**src/rtl/kgp_risc_pkg.sv**
```systemverilog
// Shared encodings for the multi-cycle control unit: FSM states, opcodes,
// function codes and the mux select values driven toward the datapath.
package kgp_risc_pkg;

  typedef enum logic [2:0] {
    S_IDLE   = 3'd0,
    S_FETCH  = 3'd1,
    S_DECODE = 3'd2,
    S_EXEC   = 3'd3,
    S_MEM    = 3'd4,
    S_WB     = 3'd5,
    S_HALT   = 3'd6
  } state_t;

  localparam logic [2:0] OP_ALU  = 3'b000;
  localparam logic [2:0] OP_IMM  = 3'b001;
  localparam logic [2:0] OP_MEM  = 3'b010;
  localparam logic [2:0] OP_BR   = 3'b011;
  localparam logic [2:0] OP_JR   = 3'b100;
  localparam logic [2:0] OP_BRS  = 3'b101;
  localparam logic [2:0] OP_RSV  = 3'b110;
  localparam logic [2:0] OP_HALT = 3'b111;

  // Flag-based branches (OP_BR)
  localparam logic [3:0] F_BR_ALWAYS = 4'd0;
  localparam logic [3:0] F_BR_LINK   = 4'd1;
  localparam logic [3:0] F_BR_CARRY  = 4'd2;
  localparam logic [3:0] F_BR_NCARRY = 4'd3;

  // Register-sign branches (OP_BRS)
  localparam logic [3:0] F_BS_ZERO  = 4'd0;
  localparam logic [3:0] F_BS_NZERO = 4'd1;
  localparam logic [3:0] F_BS_NEG   = 4'd2;
  localparam logic [3:0] F_BS_POS   = 4'd3;

  localparam logic [1:0] PC_SEL_INC   = 2'd0;
  localparam logic [1:0] PC_SEL_LABEL = 2'd1;
  localparam logic [1:0] PC_SEL_RS    = 2'd2;

  localparam logic [1:0] RF_WSEL_ALU  = 2'd0;
  localparam logic [1:0] RF_WSEL_MEM  = 2'd1;
  localparam logic [1:0] RF_WSEL_LINK = 2'd2;

  function automatic logic is_flow_op(input logic [2:0] op);
    return (op == OP_BR) || (op == OP_JR) || (op == OP_BRS);
  endfunction

endpackage

```
**src/rtl/branch_cond.sv**
```systemverilog
// Branch-condition evaluation: decides whether a control-flow instruction is
// taken and flags function codes that have no defined meaning.
module branch_cond
  import kgp_risc_pkg::*;
(
  input  logic [2:0] opcode,
  input  logic [3:0] func,
  input  logic       carry,
  input  logic       rs_zero,
  input  logic       rs_neg,
  output logic       taken,
  output logic       illegal
);

  always_comb begin
    taken   = 1'b0;
    illegal = 1'b0;
    case (opcode)
      OP_BR: begin
        case (func)
          F_BR_ALWAYS, F_BR_LINK: taken = 1'b1;
          F_BR_CARRY:             taken = carry;
          F_BR_NCARRY:            taken = !carry;
          default:                illegal = 1'b1;
        endcase
      end
      OP_JR: taken = 1'b1;
      OP_BRS: begin
        case (func)
          F_BS_ZERO:  taken = rs_zero;
          F_BS_NZERO: taken = !rs_zero;
          F_BS_NEG:   taken = rs_neg;
          F_BS_POS:   taken = !rs_neg && !rs_zero;
          default:    illegal = 1'b1;
        endcase
      end
      default: ;
    endcase
  end

endmodule

```
**src/rtl/multi_cycle_ctrl.sv**
```systemverilog
// Multi-cycle processor control FSM: sequences fetch/decode/execute/memory/
// writeback and drives datapath strobes from the state and latched fields.
module multi_cycle_ctrl
  import kgp_risc_pkg::*;
#(
  parameter int TIMEOUT = 15
) (
  input  logic       clk,
  input  logic       rst_n,
  input  logic       start,
  input  logic [2:0] opcode,
  input  logic [3:0] func,
  input  logic       carry,
  input  logic       rs_zero,
  input  logic       rs_neg,
  input  logic       dmem_ack,
  output logic       ir_we,
  output logic       pc_we,
  output logic       rf_we,
  output logic       alu_b_sel,
  output logic       flag_we,
  output logic       dmem_req,
  output logic       dmem_we,
  output logic [1:0] pc_sel,
  output logic [1:0] rf_wsel,
  output logic [2:0] state,
  output logic       halted,
  output logic       err
);

  localparam logic [3:0] WAIT_LAST = 4'(TIMEOUT - 1);

  state_t     cur_state, nxt_state;
  logic [2:0] op_q;
  logic [3:0] func_q;
  logic [3:0] wait_cnt;
  logic       taken, illegal;
  logic       mem_timeout, set_err;

  branch_cond u_branch_cond (
    .opcode  (op_q),
    .func    (func_q),
    .carry   (carry),
    .rs_zero (rs_zero),
    .rs_neg  (rs_neg),
    .taken   (taken),
    .illegal (illegal)
  );

  assign mem_timeout = (cur_state == S_MEM) && !dmem_ack && (wait_cnt == WAIT_LAST);
  assign set_err     = ((cur_state == S_EXEC) && (illegal || op_q == OP_RSV)) || mem_timeout;

  always_ff @(posedge clk or negedge rst_n) begin
    if (!rst_n) begin
      cur_state <= S_IDLE;
      op_q      <= '0;
      func_q    <= '0;
      wait_cnt  <= '0;
      err       <= 1'b0;
    end else begin
      cur_state <= nxt_state;
      if (cur_state == S_DECODE) begin
        op_q   <= opcode;
        func_q <= func;
      end
      if (cur_state == S_MEM && !dmem_ack) wait_cnt <= wait_cnt + 4'd1;
      else                                 wait_cnt <= '0;
      err <= err | set_err;
    end
  end

  always_comb begin
    nxt_state = cur_state;
    case (cur_state)
      S_IDLE:   if (start) nxt_state = S_FETCH;
      S_FETCH:  nxt_state = S_DECODE;
      S_DECODE: nxt_state = S_EXEC;
      S_EXEC: begin
        case (op_q)
          OP_ALU, OP_IMM: nxt_state = S_WB;
          OP_MEM:         nxt_state = S_MEM;
          OP_HALT:        nxt_state = S_HALT;
          default:        nxt_state = S_FETCH;
        endcase
      end
      S_MEM: begin
        if (dmem_ack)         nxt_state = func_q[0] ? S_FETCH : S_WB;
        else if (mem_timeout) nxt_state = S_HALT;
      end
      S_WB:    nxt_state = S_FETCH;
      S_HALT:  nxt_state = S_HALT;
      default: nxt_state = S_IDLE;
    endcase
  end

  // Memory handshake: dmem_req (with dmem_we) is held every MEM cycle until
  // the cycle in which dmem_ack is also high; that cycle completes the access.
  always_comb begin
    ir_we     = 1'b0;
    pc_we     = 1'b0;
    rf_we     = 1'b0;
    alu_b_sel = 1'b0;
    flag_we   = 1'b0;
    dmem_req  = 1'b0;
    dmem_we   = 1'b0;
    pc_sel    = PC_SEL_INC;
    rf_wsel   = RF_WSEL_ALU;
    case (cur_state)
      S_FETCH: ir_we = 1'b1;
      S_EXEC: begin
        if (op_q == OP_ALU || op_q == OP_IMM) flag_we = 1'b1;
        if (op_q == OP_IMM || op_q == OP_MEM) alu_b_sel = 1'b1;
        if (is_flow_op(op_q) || op_q == OP_RSV) begin
          pc_we = 1'b1;
          if (taken) pc_sel = (op_q == OP_JR) ? PC_SEL_RS : PC_SEL_LABEL;
        end
        if (op_q == OP_BR && func_q == F_BR_LINK) begin
          rf_we   = 1'b1;
          rf_wsel = RF_WSEL_LINK;
        end
      end
      S_MEM: begin
        dmem_req = 1'b1;
        dmem_we  = func_q[0];
        pc_we    = dmem_ack && func_q[0];
      end
      S_WB: begin
        rf_we   = 1'b1;
        rf_wsel = (op_q == OP_MEM) ? RF_WSEL_MEM : RF_WSEL_ALU;
        pc_we   = 1'b1;
      end
      default: ;
    endcase
  end

  assign state  = cur_state;
  assign halted = (cur_state == S_HALT);

endmodule
```
**config.mk**
```make
export PLATFORM = sky130hd
export DESIGN_NAME = multi_cycle_ctrl
export DESIGN_NICKNAME = d
export VERILOG_FILES = /design/src/rtl/kgp_risc_pkg.sv /design/src/rtl/branch_cond.sv /design/src/rtl/multi_cycle_ctrl.sv
export SDC_FILE = /design/constraint.sdc
export NUM_CORES = 1
export LEC_CHECK = 0
export CAP_MARGIN = 25
export CORE_MARGIN = 2
export CORE_UTILIZATION = 49
export CTS_CLUSTER_DIAMETER = 30
export DETAILED_ROUTE_END_ITERATION = 16
export GPL_TIMING_DRIVEN = 0
export HOLD_SLACK_MARGIN = 0.03
export PLACE_DENSITY = 0.88
export REMOVE_ABC_BUFFERS = 1
export SKIP_CTS_REPAIR_TIMING = 1
export SYNTH_ARGS = -nofsm -noshare
export SYNTH_HDL_FRONTEND = slang
export SYNTH_HIERARCHICAL = 1
export SYNTH_SLANG_ARGS = --single-unit
```
**constraint.sdc**
```tcl
create_clock -name clk -period 4.9 [get_ports clk]
set_input_delay 1.47 -clock clk [delete_from_list [all_inputs] [get_ports clk]]
set_output_delay 1.47 -clock clk [all_outputs]
set_load 0.01 [all_outputs]
```
==> impl_metrics.ini <==
[layout]
syn2layout_area_growth_pct = 30.7
antenna-diode-count = 0
num-fill-cells = 171
layout-drive-gt1-share_pct = 12.3
nNetsFinal = 147

[worst_setup_path]
path_delay_family = buffers and inverters
crit_path_max_incr_delay_ps = 490
critPathMostFrequentCell = sky130_fd_sc_hd__clkdlybuf4s50_1
worst_ep_arrival_time_ps = 3290
endpoint_kind = output pin
cp.required_ps = 3430
path_class = primary input to output pin
cp-start-kind = primary input
critPathSlowestCell = sky130_fd_sc_hd__clkdlybuf4s50_1
path_cells = clkdlybuf4s50_1 > mux2_1 > mux2_2 > a21boi_2 > o21ai_1 > nand4_1 > a21oi_1 > clkdlybuf4s50_1
timing.critical_path.fanout_max = 2
worstPathBufferInverterCount = 2

[cts]
clk_pin_slew_worst_paths_ps = 80
clock-sinks = 15
cts-htree-levels = 1
cts_root_buffer = sky130_fd_sc_hd__clkbuf_4
clockBufferDepth = 2
cts_inserted_buffers = 3
worst_skew_pair_later_pin_latency_ps = 280
tritoncts = built

[place]
number_of_port_buffers = 29
preCtsSetupSlack_ps = 49.1
final_weighted_congestion_of_routability_driven_global_placement = 0.777
hpwl_mm = 1.61

[synth]
seq_area_frac_synth_pct = 37.6
flop_and_latch_count_out_of_synthesis = 15
synth_cells = 104
mappedNetlistArea_sq_um = 997
synth-edff-count = 0
synth_top_area_share_pct = 37.6
synth_most_common_cell = sky130_fd_sc_hd__dfrtp_1
synthFlopType = sky130_fd_sc_hd__dfrtp_1
synth_largest_area_cell = sky130_fd_sc_hd__dfrtp_1
main_area_contributors_after_synthesis = sky130_fd_sc_hd__dfrtp_1 (38%), sky130_fd_sc_hd__mux2_2 (9.0%), sky130_fd_sc_hd__nor2_1 (3.8%)
synth-async-reset-ratio_pct = 100
synth-warning-count = 6
synth_commonest_cells = sky130_fd_sc_hd__dfrtp_1 (15), sky130_fd_sc_hd__nor2_1 (10), sky130_fd_sc_hd__mux2_2 (8)
post_synth_num_cell_types = 39
syn_area_per_cell_sq_um = 9.59

[drt]
final_antenna_net_count = 0
drc = 0
route.detailed.vias_per_inst = 5.65
firstDrtPassIters = 4
wire_per_inst_um = 13.5
route.vias.total = 887
detail_route.wirelength_mm = 2.13
first_iter_violations = 9

[power_and_ir_drop]
reported_leakage_power_uw = 0.000536
maximum_resistive_drop_on_vdd_v = 0.000184
power_density_nw_per_um2 = 159

[floorplan]
boundaryPins = 30
fp.dieArea_sq_um = 2410
initial_core_util_pct = 51.4
placement_rows = 16
die_w_um = 49.1
design.core.area_sq_um = 1940
chipHeight_um = 49.1

[grt]
grt_pass1_vias = 799
overflow = 0
grt_pass1_wl_mm = 3.79
antenna_found_initial = 0
grt_use_total_pct = 20.3
largest_net_degree_at_the_start_of_global_routing = 18

[sta]
rsz0062_at_grt = no
fin_tns_setup_ps = 0
finalWorstPathRequiredPeriod_ps = 4760
setup_viol = 0
setup_ws_ps = 140
skew_ps = 1.58
finalHoldViolCount = 0
tightest_slew_ps = 642
slew_viol_final = 0
finalCritPeriodShare_pct = 97.1
worst_slew_margin_rel_pct = 57.0
timing.fmax_mhz = 210

[min_path]
worstHoldPathType = register to register

[outcome]
status = complete, no violations

[run]
maxCapViolCount = 0
==> flip-flops by register name, indices dropped and copies added, names as in the netlist <==
signal    cells
wait_cnt      4
state         3
func_q        4
err           1
op_q          3
==> layout make-up <==
cell class | instances | area, sq um | area share, %
Clock buffer | 4 | 26.3 | 2.02
Inverter | 5 | 18.8 | 1.44
Multi-Input combinational cell | 77 | 557 | 42.7
Sequential cell | 15 | 375 | 28.8
Tap cell | 27 | 33.8 | 2.59
Timing Repair Buffer | 29 | 293 | 22.5
==> metal layers <==
| metal | GRT usage [%] | vias up | share of wire (%) |
|---|---|---|---|
| li1 | - | 427 | - |
| met1 | 26.7 | 425 | 45 |
| met2 | 34.0 | 31 | 49 |
| met3 | 1.84 | 4 | 4.2 |
| met4 | 8.57 | 0 | 1.4 |
| met5 | 0 | - | 0 |
==> stage by stage <==
step	std cells	total power (uW)	util (%)	instance area [sq um]	hold slack, ps
detailed placement	153	141	65.7	1270	496
floorplan	97	128	-	951	455
finish	157	207	67.1	1300	501
global placement	153	141	65.7	1270	468
CTS	157	210	67.0	1300	508
global route	157	219	67.1	1300	519
==> cell usage in the layout (no fill, tap or decap), types with 2 or more instances in the layout <==
cell type | synthesis | routed
sky130_fd_sc_hd__nand3_1 | 4 | 4
sky130_fd_sc_hd__mux2_2 | 8 | 8
sky130_fd_sc_hd__nand3b_1 | 2 | 2
sky130_fd_sc_hd__clkbuf_4 | 0 | 3
sky130_fd_sc_hd__a31oi_1 | 3 | 3
sky130_fd_sc_hd__dfrtp_1 | 15 | 15
sky130_fd_sc_hd__inv_1 | 4 | 4
sky130_fd_sc_hd__a311o_1 | 2 | 2
sky130_fd_sc_hd__nor4_1 | 2 | 2
sky130_fd_sc_hd__a21oi_1 | 7 | 7
sky130_fd_sc_hd__ha_1 | 2 | 2
sky130_fd_sc_hd__o21ai_0 | 2 | 2
sky130_fd_sc_hd__nand2_1 | 4 | 4
sky130_fd_sc_hd__xor2_1 | 2 | 2
sky130_fd_sc_hd__nand4_1 | 2 | 2
sky130_fd_sc_hd__nand2b_1 | 4 | 4
sky130_fd_sc_hd__xnor2_1 | 4 | 4
sky130_fd_sc_hd__nor4b_1 | 2 | 2
sky130_fd_sc_hd__nor2_1 | 10 | 10
sky130_fd_sc_hd__clkdlybuf4s50_1 | 0 | 28
==> worst paths after layout <==
check	start	end	slack (ps)	cells past startpoint
hold / removal	wait_cnt[0]$_DFF_PN0_	wait_cnt[0]$_DFF_PN0_	500	1
setup reg to reg	state[1]$_DFFE_PN0P_	func_q[3]$_DFFE_PN0P_	3300	3
max in group asynchronous	rst_n	state[1]$_DFFE_PN0P_	2910	1
hold reg to reg	wait_cnt[0]$_DFF_PN0_	wait_cnt[0]$_DFF_PN0_	500	1
setup / recovery	rs_neg	pc_sel[0]	140	8
min in group asynchronous	rst_n	op_q[1]$_DFFE_PN0P_	1580	1
==> cells by family (layout without fill, tap and decap cells) <==
kind of cell / Yosys count / in the layout / synth area share, %
xor+xnor: 6 / 6 / 5.27
compound gates: 22 / 22 / 15.1
simple gates: 38 / 38 / 22.8
buf+inv: 12 / 38 / 6.52
flops: 15 / 15 / 37.6
fa+ha+maj: 2 / 2 / 2.51
mux: 9 / 9 / 10.2
==> where the power goes <==
part	switching, uW	internal (uW)	total, uW
clock network	36.6	31.6	68.1
registers	0	124	124
logic	4.88	9.97	14.9
(Power assumes the default switching activity.)
==> patch (config.mk and constraints unchanged) <==
Make the reset (`rst_n`) synchronous in one clocked block.
--- a/src/rtl/multi_cycle_ctrl.sv
+++ b/src/rtl/multi_cycle_ctrl.sv
@@ -52,3 +52,3 @@
 
-  always_ff @(posedge clk or negedge rst_n) begin
+  always_ff @(posedge clk) begin
     if (!rst_n) begin
Function: differs if rst_n is asserted again (counterexample within 4 cycles, from zero or initial values and one cycle with rst_n low); with rst_n held inactive, the same outputs for 10 cycles.
==> patch against the unedited design <==
  * Wire length rose by 3.3%
  * Global-route usage decreased by 2.0 points
  * Critical path depth unchanged
  * Area after synthesis up 3.0%
  * Cell area up 2.8%
  * Sequential cell count is the same
  * Setup slack improved by 0.0079 ns
  * Count of clock-buffer cells in the layout stayed put
  * First-iteration DRC count rose to 2.6 times the old value
  * Clock skew about the same
  * Die area is 2.8% higher
  * Critical path type unchanged
Power is not compared: it rests on default switching activity, and its combinational part moved more than twofold at a synthesized area within 25%.
==> patch: results <==
<?xml version="1.0" encoding="UTF-8"?>
<metrics>
  <group name="place">
    <metric name="dp_hpwl" unit="mm">1.65</metric>
    <metric name="io_port_bufs" unit="">29</metric>
    <metric name="place_ws" unit="ns">-0.00135</metric>
    <metric name="finalWeightedCongestion" unit="">0.819</metric>
  </group>
  <group name="cells_and_area">
    <metric name="layout-drive-gt1-share" unit="">0.0833</metric>
    <metric name="stdcell_count" unit="">171</metric>
    <metric name="num-nets-final" unit="">161</metric>
    <metric name="layout.filler_cells" unit="">160</metric>
  </group>
  <group name="yosys">
    <metric name="syn-instance-count" unit="">118</metric>
    <metric name="leading_post_synthesis_cells_by_instance_count" unit="">sky130_fd_sc_hd__dfxtp_1, sky130_fd_sc_hd__nor2_1, sky130_fd_sc_hd__nor2b_1</metric>
    <metric name="synth.distinct_cells" unit="">45</metric>
    <metric name="synth_area_leaders" unit="">sky130_fd_sc_hd__dfxtp_1, sky130_fd_sc_hd__mux2i_1, sky130_fd_sc_hd__nor2b_1</metric>
    <metric name="complex_gate_fraction_of_the_synthesized_area" unit="">0.136</metric>
    <metric name="synth-adder-area-share" unit="">0.0244</metric>
    <metric name="synth_xor_area_frac" unit="">0.0512</metric>
    <metric name="synth_top_flop_cell" unit="">sky130_fd_sc_hd__dfxtp_1</metric>
    <metric name="multiplexer_area_fraction_after_synthesis" unit="">0.0901</metric>
    <metric name="async_reset_ff_frac" unit="">0</metric>
    <metric name="synth.yosys.seq_area_share" unit="">0.292</metric>
  </group>
  <group name="critical_path">
    <metric name="regToRegSetupSlack" unit="ns">3.02</metric>
    <metric name="worstReg2RegStart" unit="">state[1]$_SDFFE_PN0P_</metric>
    <metric name="signal_arrival_time_at_the_worst_endpoint" unit="ns">3.28</metric>
    <metric name="r2r_cells" unit="">4</metric>
    <metric name="reg2reg_to" unit="">op_q[0]$_SDFFE_PN0P_</metric>
    <metric name="critical-path-max-stage-delay" unit="ns">0.47</metric>
  </group>
  <group name="hold_path">
    <metric name="hold_end" unit="">wait_cnt[0]$_SDFF_PN0_</metric>
    <metric name="hp_start" unit="">wait_cnt[0]$_SDFF_PN0_</metric>
  </group>
  <group name="timing">
    <metric name="layout_setup_ws" unit="ns">0.148</metric>
    <metric name="hold-worst-slack" unit="ns">0.469</metric>
    <metric name="worst_clock_skew" unit="ns">0.00166</metric>
    <metric name="worst_slew_margin_rel" unit="">0.545</metric>
  </group>
  <group name="drt">
    <metric name="routed_wire_length_per_instance" unit="um">12.8</metric>
    <metric name="drt_iter0_markers" unit="">23</metric>
    <metric name="total_number_of_vias" unit="">924</metric>
    <metric name="firstDrtPassIters" unit="">4</metric>
  </group>
  <group name="global_routing">
    <metric name="first_global_vias" unit="">849</metric>
    <metric name="track_usage" unit="">0.183</metric>
    <metric name="largest_net_degree_at_the_start_of_global_routing" unit="">16</metric>
    <metric name="grt_first_pass_wirelength" unit="mm">3.59</metric>
  </group>
  <group name="clock_network">
    <metric name="clock_latency" unit="ns">0.28</metric>
  </group>
  <group name="outcome">
    <metric name="run_status" unit="">finished, final reports clean</metric>
  </group>
</metrics>
-- patch: cell type report --
| class | instances | area, um^2 | share of cell area |
|---|---|---|---|
| clock buffer | 4 | 26.3 | 0.0196 |
| tap | 27 | 33.8 | 0.0252 |
| inverter | 3 | 11.3 | 0.00840 |
| timing repair buffer | 30 | 300 | 0.224 |
| multi-input combinational | 92 | 668 | 0.499 |
| sequential | 15 | 300 | 0.224 |
-- patch: per-layer routing --
metal,up-vias,wire length [um],global-route usage,part of all wire
met5,-,0,0,0
met4,0,41,0.0926,0.019
met3,6,122,0.0273,0.056
met2,38,987,0.316,0.45
met1,413,1040,0.220,0.48
li1,467,-,-,-
-- patch: power groups by stage --
stage	sequential (mW)	clock, mW	combinational, mW
3_5_place_dp	0.144	0	0.0582
2_1_floorplan	0.141	0	0.0320
5_1_grt	0.143	0.0755	0.0624
4_1_cts	0.141	0.0708	0.0583
6_report	0.141	0.0686	0.0581
3_3_place_gp	0.144	0	0.0558
